===== src/rtl/spi_flash_streamer_if.sv =====
// Trigger/status, byte stream and flash pin bundle for spi_flash_streamer.
// slave is the streamer side, master is the controller/consumer/board side.
interface spi_flash_streamer_if;
    logic        trigger;
    logic [23:0] addr;
    logic [23:0] len;
    logic        busy;
    logic        done;
    logic        overflow;
    logic [7:0]  out_data;
    logic        out_valid;
    logic        out_ready;
    logic        cs_b;
    logic        mosi;
    logic        miso;

    modport slave (
        input  trigger, addr, len, out_ready, miso,
        output busy, done, overflow, out_data, out_valid, cs_b, mosi
    );

    modport master (
        output trigger, addr, len, out_ready, miso,
        input  busy, done, overflow, out_data, out_valid, cs_b, mosi
    );
endinterface


===== src/rtl/spi_flash_streamer.sv =====
// SPI flash READ streamer: shifts {READ_CMD, addr} out, then captures len
// bytes from miso into a small first-word-fall-through FIFO.
module spi_flash_streamer #(
    parameter logic [7:0] READ_CMD = 8'h03,
    parameter int         FIFO_AW  = 2
) (
    input  logic                 clk,
    input  logic                 rst,
    spi_flash_streamer_if.slave  bus
);
    localparam int DEPTH = 1 << FIFO_AW;

    typedef enum logic [1:0] {
        S_IDLE,
        S_CMD,
        S_DATA,
        S_END
    } state_e;

    state_e state_q, state_d;

    logic [31:0]        sh_q, sh_d;
    logic [4:0]         bit_q, bit_d;
    logic [23:0]        rem_q, rem_d;
    logic [7:0]         rx_q, rx_d;
    logic               zdone_q, zdone_d;
    logic               ovf_q, ovf_d;
    logic [FIFO_AW-1:0] wr_q, wr_d;
    logic [FIFO_AW-1:0] rd_q, rd_d;
    logic [FIFO_AW:0]   cnt_q, cnt_d;
    logic [7:0]         mem_q [DEPTH];
    logic [7:0]         mem_d [DEPTH];

    logic       idle_trig;
    logic       accept;
    logic       zero_trig;
    logic       byte_done;
    logic       last_byte;
    logic [7:0] push_byte;
    logic       empty;
    logic       full;
    logic       pop;
    logic       push;
    logic       drop;

    assign idle_trig = (state_q == S_IDLE) && bus.trigger;
    assign accept    = idle_trig && (bus.len != 24'd0);
    assign zero_trig = idle_trig && (bus.len == 24'd0);
    assign byte_done = (state_q == S_DATA) && (bit_q[2:0] == 3'd7);
    assign last_byte = byte_done && (rem_q == 24'd1);
    assign push_byte = {rx_q[6:0], bus.miso};

    // Count never exceeds DEPTH, so its MSB alone marks full.
    assign empty = (cnt_q == '0);
    assign full  = cnt_q[FIFO_AW];
    assign pop   = !empty && bus.out_ready;
    assign push  = byte_done && (!full || pop);
    assign drop  = byte_done && full && !pop;

    always_ff @(posedge clk) begin
        if (rst) begin
            state_q <= S_IDLE;
        end else begin
            state_q <= state_d;
        end
    end

    always_comb begin
        state_d = state_q;
        unique case (state_q)
            S_IDLE: if (accept) state_d = S_CMD;
            S_CMD:  if (bit_q == 5'd31) state_d = S_DATA;
            S_DATA: if (last_byte) state_d = S_END;
            S_END:  state_d = S_IDLE;
            default: state_d = S_IDLE;
        endcase
    end

    always_comb begin
        bus.cs_b = 1'b1;
        bus.mosi = 1'b0;
        bus.busy = 1'b0;
        bus.done = zdone_q;
        unique case (state_q)
            S_IDLE: ;
            S_CMD: begin
                bus.cs_b = 1'b0;
                bus.mosi = sh_q[31];
                bus.busy = 1'b1;
            end
            S_DATA: begin
                bus.cs_b = 1'b0;
                bus.busy = 1'b1;
            end
            S_END: begin
                bus.busy = 1'b1;
                bus.done = 1'b1;
            end
            default: ;
        endcase
    end

    always_comb begin
        sh_d    = sh_q;
        bit_d   = bit_q;
        rem_d   = rem_q;
        rx_d    = rx_q;
        zdone_d = zero_trig;
        ovf_d   = ovf_q;
        unique case (state_q)
            S_IDLE: begin
                if (accept) begin
                    sh_d  = {READ_CMD, bus.addr};
                    rem_d = bus.len;
                    bit_d = 5'd0;
                    ovf_d = 1'b0;
                end
            end
            S_CMD: begin
                sh_d  = {sh_q[30:0], 1'b0};
                bit_d = bit_q + 5'd1;
            end
            S_DATA: begin
                rx_d  = push_byte;
                bit_d = bit_q + 5'd1;
                if (byte_done) rem_d = rem_q - 24'd1;
                if (drop) ovf_d = 1'b1;
            end
            S_END: ;
            default: ;
        endcase
    end

    always_comb begin
        wr_d  = wr_q;
        rd_d  = rd_q;
        cnt_d = cnt_q;
        mem_d = mem_q;
        if (push) begin
            mem_d[wr_q] = push_byte;
            wr_d        = wr_q + 1'b1;
        end
        if (pop) rd_d = rd_q + 1'b1;
        unique case ({push, pop})
            2'b10:   cnt_d = cnt_q + 1'b1;
            2'b01:   cnt_d = cnt_q - 1'b1;
            default: cnt_d = cnt_q;
        endcase
    end

    always_ff @(posedge clk) begin
        if (rst) begin
            sh_q    <= '0;
            bit_q   <= '0;
            rem_q   <= '0;
            rx_q    <= '0;
            zdone_q <= 1'b0;
            ovf_q   <= 1'b0;
            wr_q    <= '0;
            rd_q    <= '0;
            cnt_q   <= '0;
            for (int i = 0; i < DEPTH; i++) mem_q[i] <= '0;
        end else begin
            sh_q    <= sh_d;
            bit_q   <= bit_d;
            rem_q   <= rem_d;
            rx_q    <= rx_d;
            zdone_q <= zdone_d;
            ovf_q   <= ovf_d;
            wr_q    <= wr_d;
            rd_q    <= rd_d;
            cnt_q   <= cnt_d;
            mem_q   <= mem_d;
        end
    end

    assign bus.overflow  = ovf_q;
    assign bus.out_valid = !empty;
    assign bus.out_data  = empty ? 8'h00 : mem_q[rd_q];

endmodule


===== src/flat_wrapper.sv =====
// flat-port wrapper written by rule: the top's interface ports become plain ports
module spi_flash_streamer_flat 
#(
    parameter logic [7:0] READ_CMD = 8'h03,
    parameter int         FIFO_AW  = 2
)
  (clk, rst, bus_trigger, bus_addr, bus_len, bus_out_ready, bus_miso, bus_busy, bus_done, bus_overflow, bus_out_data, bus_out_valid, bus_cs_b, bus_mosi);
  spi_flash_streamer_if bus_i ();
  input  logic clk;
  input  logic rst;
  input wire logic [$bits(bus_i.trigger)-1:0] bus_trigger;
  input wire logic [$bits(bus_i.addr)-1:0] bus_addr;
  input wire logic [$bits(bus_i.len)-1:0] bus_len;
  input wire logic [$bits(bus_i.out_ready)-1:0] bus_out_ready;
  input wire logic [$bits(bus_i.miso)-1:0] bus_miso;
  output wire logic [$bits(bus_i.busy)-1:0] bus_busy;
  output wire logic [$bits(bus_i.done)-1:0] bus_done;
  output wire logic [$bits(bus_i.overflow)-1:0] bus_overflow;
  output wire logic [$bits(bus_i.out_data)-1:0] bus_out_data;
  output wire logic [$bits(bus_i.out_valid)-1:0] bus_out_valid;
  output wire logic [$bits(bus_i.cs_b)-1:0] bus_cs_b;
  output wire logic [$bits(bus_i.mosi)-1:0] bus_mosi;
  assign bus_i.trigger = bus_trigger;
  assign bus_i.addr = bus_addr;
  assign bus_i.len = bus_len;
  assign bus_i.out_ready = bus_out_ready;
  assign bus_i.miso = bus_miso;
  assign bus_busy = bus_i.busy;
  assign bus_done = bus_i.done;
  assign bus_overflow = bus_i.overflow;
  assign bus_out_data = bus_i.out_data;
  assign bus_out_valid = bus_i.out_valid;
  assign bus_cs_b = bus_i.cs_b;
  assign bus_mosi = bus_i.mosi;
  spi_flash_streamer #(.READ_CMD(READ_CMD), .FIFO_AW(FIFO_AW)) u_core (.clk(clk), .rst(rst), .bus(bus_i));
endmodule

===== config.mk =====
export PLATFORM = sky130hd
export DESIGN_NAME = spi_flash_streamer_flat
export DESIGN_NICKNAME = d
export VERILOG_FILES = /design/src/rtl/spi_flash_streamer_if.sv /design/src/rtl/spi_flash_streamer.sv /design/src/flat_wrapper.sv
export SDC_FILE = /design/constraint.sdc
export NUM_CORES = 1
export LEC_CHECK = 0
export ABC_AREA = 1
export BUFFER_PORTS_ARGS = -buffer_cell sky130_fd_sc_hd__buf_2
export CAP_MARGIN = 20
export CORE_MARGIN = 2
export CORE_UTILIZATION = 31
export DETAILED_ROUTE_END_ITERATION = 10
export MAX_ROUTING_LAYER = met4
export SYNTH_ARGS = -nofsm -noshare
export SYNTH_HDL_FRONTEND = slang
export SYNTH_SLANG_ARGS = --single-unit

===== constraint.sdc =====
create_clock -name clk -period 3.3 [get_ports clk]
set_clock_uncertainty 0.15 [all_clocks]
set_input_delay 0.66 -clock clk [delete_from_list [all_inputs] [get_ports clk]]
set_output_delay 0.66 -clock clk [all_outputs]
set_load 0.02 [all_outputs]

Yosys cells after proc, flatten, opt, wreduce, memory -nomap -nowiden

Cells that the tools add are included.

Multiply operators: 0
Add/subtract/negate cells: 6
Bitwise gates (word level): 2
Shift operators: 0
Reductions and logical operators: 29
Divide/modulo/power cells: 0
Multiplexer cells: 26
Equality and inequality tests: 13
Order comparisons: 3

Operators by type and width:

| cell                    | count |
|---|---|
| $pmux W32 S2            | 1 |
| $mux W24                | 2 |
| $pmux W24 S2            | 1 |
| $bwmux W32              | 1 |
| $mux W32                | 1 |
| $mux W8                 | 4 |
| $eq A24 B1 Y1 const B   | 1 |
| $logic_not A24 Y1       | 1 |
| $reduce_bool A24 Y1     | 1 |
| $sub A24 B1 Y24 const B | 1 |
| $bmux W8 S2             | 1 |
| $demux W8 S2            | 1 |
| $logic_and A1 B1 Y1     | 10 |
| $ne A2 B1 Y1 const B    | 5 |
| $pmux W5 S2             | 1 |
| $reduce_and A3 Y1       | 3 |
| $pmux W2 S4             | 1 |
| $reduce_bool A2 Y1      | 4 |
| $eq A2 B2 Y1 const B    | 3 |
| $ge A3 B3 Y1 const B    | 2 |
| $mux W1                 | 6 |
| $mux W2                 | 3 |
| $not A2 Y3              | 2 |
| $pmux W3 S2             | 1 |
| 17 further kinds        | 22 |

Register bits: 111
Bits in latches: 0
Memories kept: 0
Memory bits (read-only): 0
Bits in writable memories: 0
Logic and storage cells: 93

Longest topological paths before layout

Gate-level depths: netlist (run 1).

Word-level depth: 7
Gate-level depth with buffers: 13

Least setup slack after synthesis (run 1)

Ideal clock, no wire load.

Path kind: input -> register
From: input bus_out_ready
To: register u_core.cnt_q[1]
Library setup time: 0.065 ns
Arrival: 2.177 ns
Cell stages on the path: 12
Path slack: 0.908 ns
Required time: 3.085 ns
Cell sequence: inv_1 -> nor2_2 -> nor2_4 -> nor2_4 -> buf_6 -> inv_2 -> ha_1 -> inv_1 -> fa_1 -> nor2_1 -> a21oi_1 -> nor2_1

Word-level cells in the longest chain between the ends: 5

Ends and longest elaborated chain:

| what                                                     | line                      | text |
|---|---|---|
| start: declaration                                       | flat_wrapper.sv:14        | `input wire logic [$bits(bus_i.out_ready)-1:0] bus_out_ready;` |
| $logic_and A1 B1 Y1 *                                    | spi_flash_streamer.sv:56  | `assign pop = !empty && bus.out_ready;` |
| named net u_core.pop                                     | spi_flash_streamer.sv:42  | `logic pop;` |
| $logic_or A1 B1 Y1                                       | spi_flash_streamer.sv:57  | `assign push = byte_done && (!full \|\| pop);` |
| $logic_and A1 B1 Y1                                      | spi_flash_streamer.sv:57  |  |
| $eq A2 B1 Y1 / $eq A2 B2 Y1 (equally long branches)      | spi_flash_streamer.sv:144 | `unique case ({push, pop})` |
| $pmux W3 S2 / $reduce_bool A2 Y1 (equally long branches) | -                         |  |
| end signal: assignment                                   | spi_flash_streamer.sv:172 | `cnt_q <= cnt_d;` |
| end: declaration                                         | spi_flash_streamer.sv:30  | `logic [FIFO_AW:0] cnt_q, cnt_d;` |

The timed path passes the listed nets; every way through them passes the cells marked *.
A chain may end at the register's enable or synchronous reset.

Worst setup path in the final report (run 1)

From: register u_core.rd_q[1]
To: output bus_out_data[6]

Word-level cells in the longest chain between the ends: 5

Ends and longest elaborated chain:

| what                                       | line                      | text |
|---|---|---|
| start: declaration                         | spi_flash_streamer.sv:29  | `logic [FIFO_AW-1:0] rd_q, rd_d;` |
| start signal: assignment                   | spi_flash_streamer.sv:171 | `rd_q <= rd_d;` |
| $not A2 Y3 (implied by the code)           | spi_flash_streamer.sv:179 | `assign bus.out_data = empty ? 8'h00 : mem_q[rd_q];` |
| $bmux W8 S2                                | spi_flash_streamer.sv:179 |  |
| $mux W8 (implied by the code) (2 in a row) | spi_flash_streamer.sv:179 |  |
| $mux W8                                    | spi_flash_streamer.sv:179 |  |
| end: declaration                           | flat_wrapper.sv:19        | `output wire logic [$bits(bus_i.out_data)-1:0] bus_out_data;` |

No other way between the ends. The select of a mux whose other input is x is not followed.

==> results of run 1 <==
[cells in the final DEF (no fill, tap or decap), types with 2 or more instances in the layout]
cell,Yosys,layout
a21oi_1,79,79
buf_2,7,66
buf_4,1,13
clkbuf_16,0,9
clkinv_8,0,3
dfxtp_1,111,111
ha_1,14,14
inv_1,69,69
inv_2,2,3
inv_8,0,2
nand2_1,242,242
nand2_2,3,3
nand2_4,3,3
nand3_1,63,63
nand4_1,6,6
nor2_1,179,179
nor2_2,2,2
nor2_4,3,3
o21ai_0,82,82
or2_2,2,2
xor2_1,5,5
[worst paths after layout]
path	startpoint	end	slack, ns	cells past startpoint
hold reg to reg	u_core.mem_q[22]	u_core.mem_q[22]	0.31	2
hold / removal	u_core.mem_q[22]	u_core.mem_q[22]	0.31	2
setup reg to reg	u_core.state_q[0]	u_core.cnt_q[2]	0.87	12
setup / recovery	u_core.rd_q[1]	bus_out_data[6]	0.37	5
[stage by stage]
stage / cells / instance area, um^2 / util / hold slack (ns) / total power [W]
CTS: 1205 / 6700 / 0.360 / 0.308 / 0.00501
global placement: 1189 / 6380 / 0.342 / 0.293 / 0.00382
detailed placement: 1189 / 6380 / 0.342 / 0.294 / 0.00383
finish: 1206 / 6710 / 0.360 / 0.308 / 0.00497
global route: 1206 / 6710 / 0.360 / 0.323 / 0.00542
floorplan: 919 / 5860 / - / 0.280 / 0.00336
[power groups by stage]
stage / sequential, W / clock [W] / combinational (W)
2_1_floorplan: 0.00179 / 0 / 0.00157
3_3_place_gp: 0.00186 / 0 / 0.00196
3_5_place_dp: 0.00185 / 0 / 0.00198
4_1_cts: 0.00183 / 0.00120 / 0.00199
5_1_grt: 0.00187 / 0.00125 / 0.00230
6_report: 0.00183 / 0.00116 / 0.00198
[logic make-up (layout without fill, tap and decap cells)]
logic type | count (synthesis) | in the layout
XOR/XNOR | 6 | 6
flip-flops | 111 | 111
other | 0 | 1
AND/OR/NAND/NOR | 506 | 506
buffers and inverters | 117 | 169
adder cells (fa/ha/maj) | 15 | 15
AO/OA/AOI/OAI | 164 | 164
[state kept, by name, summed over array words and instances (netlist names), 2 cells and up]
name,cells
u_core.mem_q,32
u_core.cnt_q,3
u_core.rd_q,2
u_core.wr_q,2
u_core.rx_q,7
u_core.rem_q,24
u_core.state_q,2
u_core.sh_q,32
u_core.bit_q,5
[worst max-delay path, delay by kind of cell, from the launching register on]
family	cells	cell delay, ns
flops	1	0.60
compound gates	3	0.53
buf+inv	2	0.63
[layer usage]
layer  up-vias  track usage  part of all wire
met5         -            -                 0
met4         0       0.0532             0.020
met3        16       0.0351             0.044
met2       111        0.247              0.45
met1      2504        0.205              0.49
li1       3013            -                 -
[area by class of cell]
type / count / area [um^2] / area share
Sequential cell: 111 / 2220 / 0.331
Clock inverter: 7 / 96.3 / 0.0144
Clock buffer: 9 / 225 / 0.0336
Tap cell: 234 / 293 / 0.0437
Timing Repair Buffer: 80 / 448 / 0.0668
Antenna cell: 1 / 2.50 / 0.000373
Inverter: 73 / 274 / 0.0409
Multi-Input combinational cell: 691 / 3150 / 0.469
==> results.toml, run 1 <==
[yosys]
syn_area_per_cell_um2 = 6.37
ys_top_cells_by_count = "nand2_1, nor2_1, dfxtp_1"
ys_ff_latch = 111
synth_nets = 987
synth-compound-area-share = 0.141
yosysWarnings = 0
synth_xor_area_frac = 0.00897
synth_area_um2 = 5860
synthSimpleGateAreaFrac = 0.354
synth_top_area_frac = 0.379
netlist_instances = 919
ys_seq_area_frac = 0.379
ys.flop_type = "dfxtp_1"
synth_edf_count = 0
synth_area_leaders = "dfxtp_1, nand2_1, nor2_1"
yosysTopAreaCell = "dfxtp_1"
synth_top_family_by_area = "simple AND/OR/NAND/NOR gates"
ys_async_sr_fraction = 0
yosysMostFrequentCell = "nand2_1"
muxShareOfSynthArea = 0
ys_types = 30
synth_adder_area_share = 0.0333

[power_and_ir_drop]
p_leak_nw = 3.10
irDropWorstVdd_mv = 0.321
switchingPower_w = 0.00216
seqPwrFrac = 0.368
p_int_w = 0.00281
p_comb_frac = 0.398
sw_frac_of_total = 0.435
powerDensity_nw_per_um2 = 741
pwr-share-clk = 0.233

[sta]
period_needed_ns = 2.93
max_slew_margin = 0.593
hold_viol = 0
fin_tns_setup_ns = 0
finalCritPeriodShare = 0.887
max_freq_mhz = 342
rsz0062_at_grt = "no"
setup_ws_ns = 0.374
finalSetupViolations = 0
worst_pin_slew_ns = 0.610
slew_viol_final = 0

[routing]
drt-initial-drc-count = 358
routed_via_density = 4.68
finalWirelength_um = 15000
post-route-drc-count = 0
ant_nets = 0
num_vias = 5644
first_pass_iters = 5
wire_per_inst_um = 12.4

[hold_path]
hold_path.class = "flop to flop"

[global_route]
grt_pass1_vias = 5177
grt_max_degree = 38
antenna_found_initial = 1
grt_pass1_wl_um = 25100
grtUsageTotal = 0.159
gr-total-overflow = 0

[run]
maxCapViolations = 0

[clock_tree]
cts-root-buf = "clkbuf_16"
cts_hold_buf = 0
h-tree-depth = 3
clockBufferDepth = 2
tritoncts = "built"
cts_buffers = 9
post_cts_resized = 0
clock-sinks = 111
postCtsSetupRepairBufs = 0
clock_latency_ns = 0.36
clk_pin_slew_ns = 0.08

[floorplanning]
die-height_um = 141
initial_utilization = 0.314
die_width_um = 141
coreArea_um2 = 18600
dieArea_um2 = 20000
row_count = 50
ioPinCount = 67

[cells_and_area]
syn_to_final_growth_pct = 14.5
fillCellCount = 2078
drive_gt1_frac = 0.117
fin_nets = 1034

[critical_path]
critPathMaxStageDelay_ns = 0.60
required_ns = 2.49
arrival_ns = 2.12
path_cells = "clkinv_1 -> a21oi_1 -> o21ai_0 -> a21oi_1 -> buf_2"
start_kind = "flop"
crit_path_top_delay_cell = "dfxtp_1"
crit_path_max_fanout = 10
crit_type = "flop to primary output"
cpMostUsedCell = "a21oi_1"
critPathCaptureType = "primary output"

[placement]
dp_hpwl_um = 10200
placement.io_buffers = 66
pre_cts_slack_ns = 0.603
place.gp.congestion = 0.819

[status]
outcome = "completed"
Note: power is estimated with default switching activity, not from simulation.
==> run 2: changes to the inputs <==
- BUFFER_PORTS_ARGS: -buffer_cell sky130_fd_sc_hd__buf_2 -> unset
- DONT_BUFFER_PORTS: unset -> 1
==> run 2 against run 1 <==
Via count is 4.8% lower; clock power about the same; final area shrank 5.5%; combinational power down 4%; non-clock buffer count fell by 68; core utilization down 2.0 points; worst hold slack lost 0.11 ns; largest cell class unchanged.
==> results.toml, run 2 (synthesized netlist as in run 1, its figures left out) <==
[status]
outcome = "completed"

[clock_tree]
tritoncts = "built"
postCtsSetupRepairBufs = 0
post_cts_resized = 0
h-tree-depth = 3
cts-root-buf = "clkbuf_16"
clock_latency_ns = 0.36
clk_pin_slew_ns = 0.10
cts_buffers = 9
clockBufferDepth = 2
clock-sinks = 111
cts_hold_buf = 0

[routing]
routed_via_density = 4.72
finalWirelength_um = 14800
drt-initial-drc-count = 286
post-route-drc-count = 0
ant_nets = 0
num_vias = 5372
first_pass_iters = 5
wire_per_inst_um = 13.0

[power_and_ir_drop]
irDropWorstVdd_mv = 0.346
powerDensity_nw_per_um2 = 769
p_comb_frac = 0.390
switchingPower_w = 0.00212
p_leak_nw = 2.80
p_total_w = 0.00488
seqPwrFrac = 0.376
pwr-share-clk = 0.235
p_int_w = 0.00276
sw_frac_of_total = 0.435

[run]
maxCapViolations = 0

[critical_path]
critPathCaptureType = "primary output"
start_kind = "flop"
crit_path_max_fanout = 10
arrival_ns = 1.92
crit_type = "flop to primary output"
required_ns = 2.49
r2r-end = "u_core.cnt_q[2]"
reg2reg_depth = 13
startpoint = "u_core.rd_q[1]"
rrSetupSlack_ns = 0.91
reg2reg_from = "u_core.cnt_q[2]"

[floorplanning]
dieArea_um2 = 20000
coreArea_um2 = 18600
die_width_um = 141
ioPinCount = 67
die-height_um = 141
initial_utilization = 0.314
row_count = 50

[placement]
placed_cells = 1121
pre_cts_slack_ns = 0.595
placement.io_buffers = 0
place.gp.congestion = 0.852
dp_hpwl_um = 10100

[sta]
hold_viol = 0
period_needed_ns = 2.73
finalCritPeriodShare = 0.829
rsz0062_at_grt = "no"
setup_ws_ns = 0.565
slew_viol_final = 0
max_slew_margin = 0.587
finalSetupViolations = 0
fin_tns_setup_ns = 0
max_freq_mhz = 366
worst_pin_slew_ns = 0.619

[global_route]
antenna_found_initial = 0
grt_pass1_vias = 4878
grtUsageTotal = 0.155
gr-total-overflow = 0
grt_pass1_wl_um = 24500
grt_max_degree = 38

[hold_path]
hold_start = "rst"
hold_end = "u_core.mem_q[1]"
hold_depth = 1
hold_path.class = "primary input to flop"

[cells_and_area]
top_regs = "u_core.mem_q x32, u_core.sh_q x32, u_core.rem_q x24"
final_common_cell = "nand2_1"
syn_to_final_growth_pct = 8.22
final_cells = 1137
fillCellCount = 2008
most-common-layout-cells = "nand2_1, nor2_1, dfxtp_1, o21ai_0, a21oi_1"
antenna_cells = 0
fin_nets = 966
drive_gt1_frac = 0.0509
-- run 2: cell types whose count changed in the layout (fill, tap and decap cells not counted) --
| cell | change |
|---|---|
| buf_2 | -66 |
| buf_12 | -1 |
| buf_4 | -1 |
| clkinv_8 | -1 |
| diode_2 | -1 |
| inv_6 | +1 |
-- run 2: cell type report --
class | count | area, um^2 | area share
Timing Repair Buffer | 12 | 90.1 | 0.0142
Multi-Input combinational cell | 691 | 3150 | 0.496
Clock inverter | 7 | 88.8 | 0.0140
Inverter | 73 | 274 | 0.0432
Clock buffer | 9 | 225 | 0.0355
Tap cell | 234 | 293 | 0.0462
Sequential cell | 111 | 2220 | 0.351
-- run 2: how the worst max path moves through the flow --
stage	end	slack, ns	depth (start not counted)
detailed placement	u_core.rem_q[11]	0.59	11
global route	bus_out_data[7]	0.35	4
finish	bus_out_data[6]	0.57	4
global placement	u_core.rem_q[7]	0.62	11
CTS	bus_out_data[1]	0.56	4
floorplan	u_core.cnt_q[1]	0.91	12
-- run 2: routing by layer --
metal	track usage	routed length [um]
met3	0.0378	704
met2	0.237	6590
met5	-	0
met4	0.0458	302
met1	0.204	7170
-- run 2: worst max-delay path, stage by stage (launching register included) --
cell and delay (ns):
dfxtp_1 0.49, clkinv_1 0.34, a21oi_1 0.20, o21ai_0 0.12, a21oi_1 0.40
-- run 2: power by group through the flow --
stage          clock (W)  combinational (W)  sequential, W
2_1_floorplan          0            0.00157        0.00179
3_3_place_gp           0            0.00189        0.00186
3_5_place_dp           0            0.00190        0.00186
4_1_cts          0.00119            0.00191        0.00183
5_1_grt          0.00123            0.00222        0.00187
6_report         0.00114            0.00190        0.00183
-- run 2: metrics by stage --
step	hold slack, ns	utilization	cell area (um^2)
after global routing	0.169	0.340	6340
after global placement	0.292	0.323	6020
final	0.196	0.340	6340
after CTS	0.183	0.340	6340
after floorplan	0.280	-	5860
after detailed placement	0.294	0.323	6020
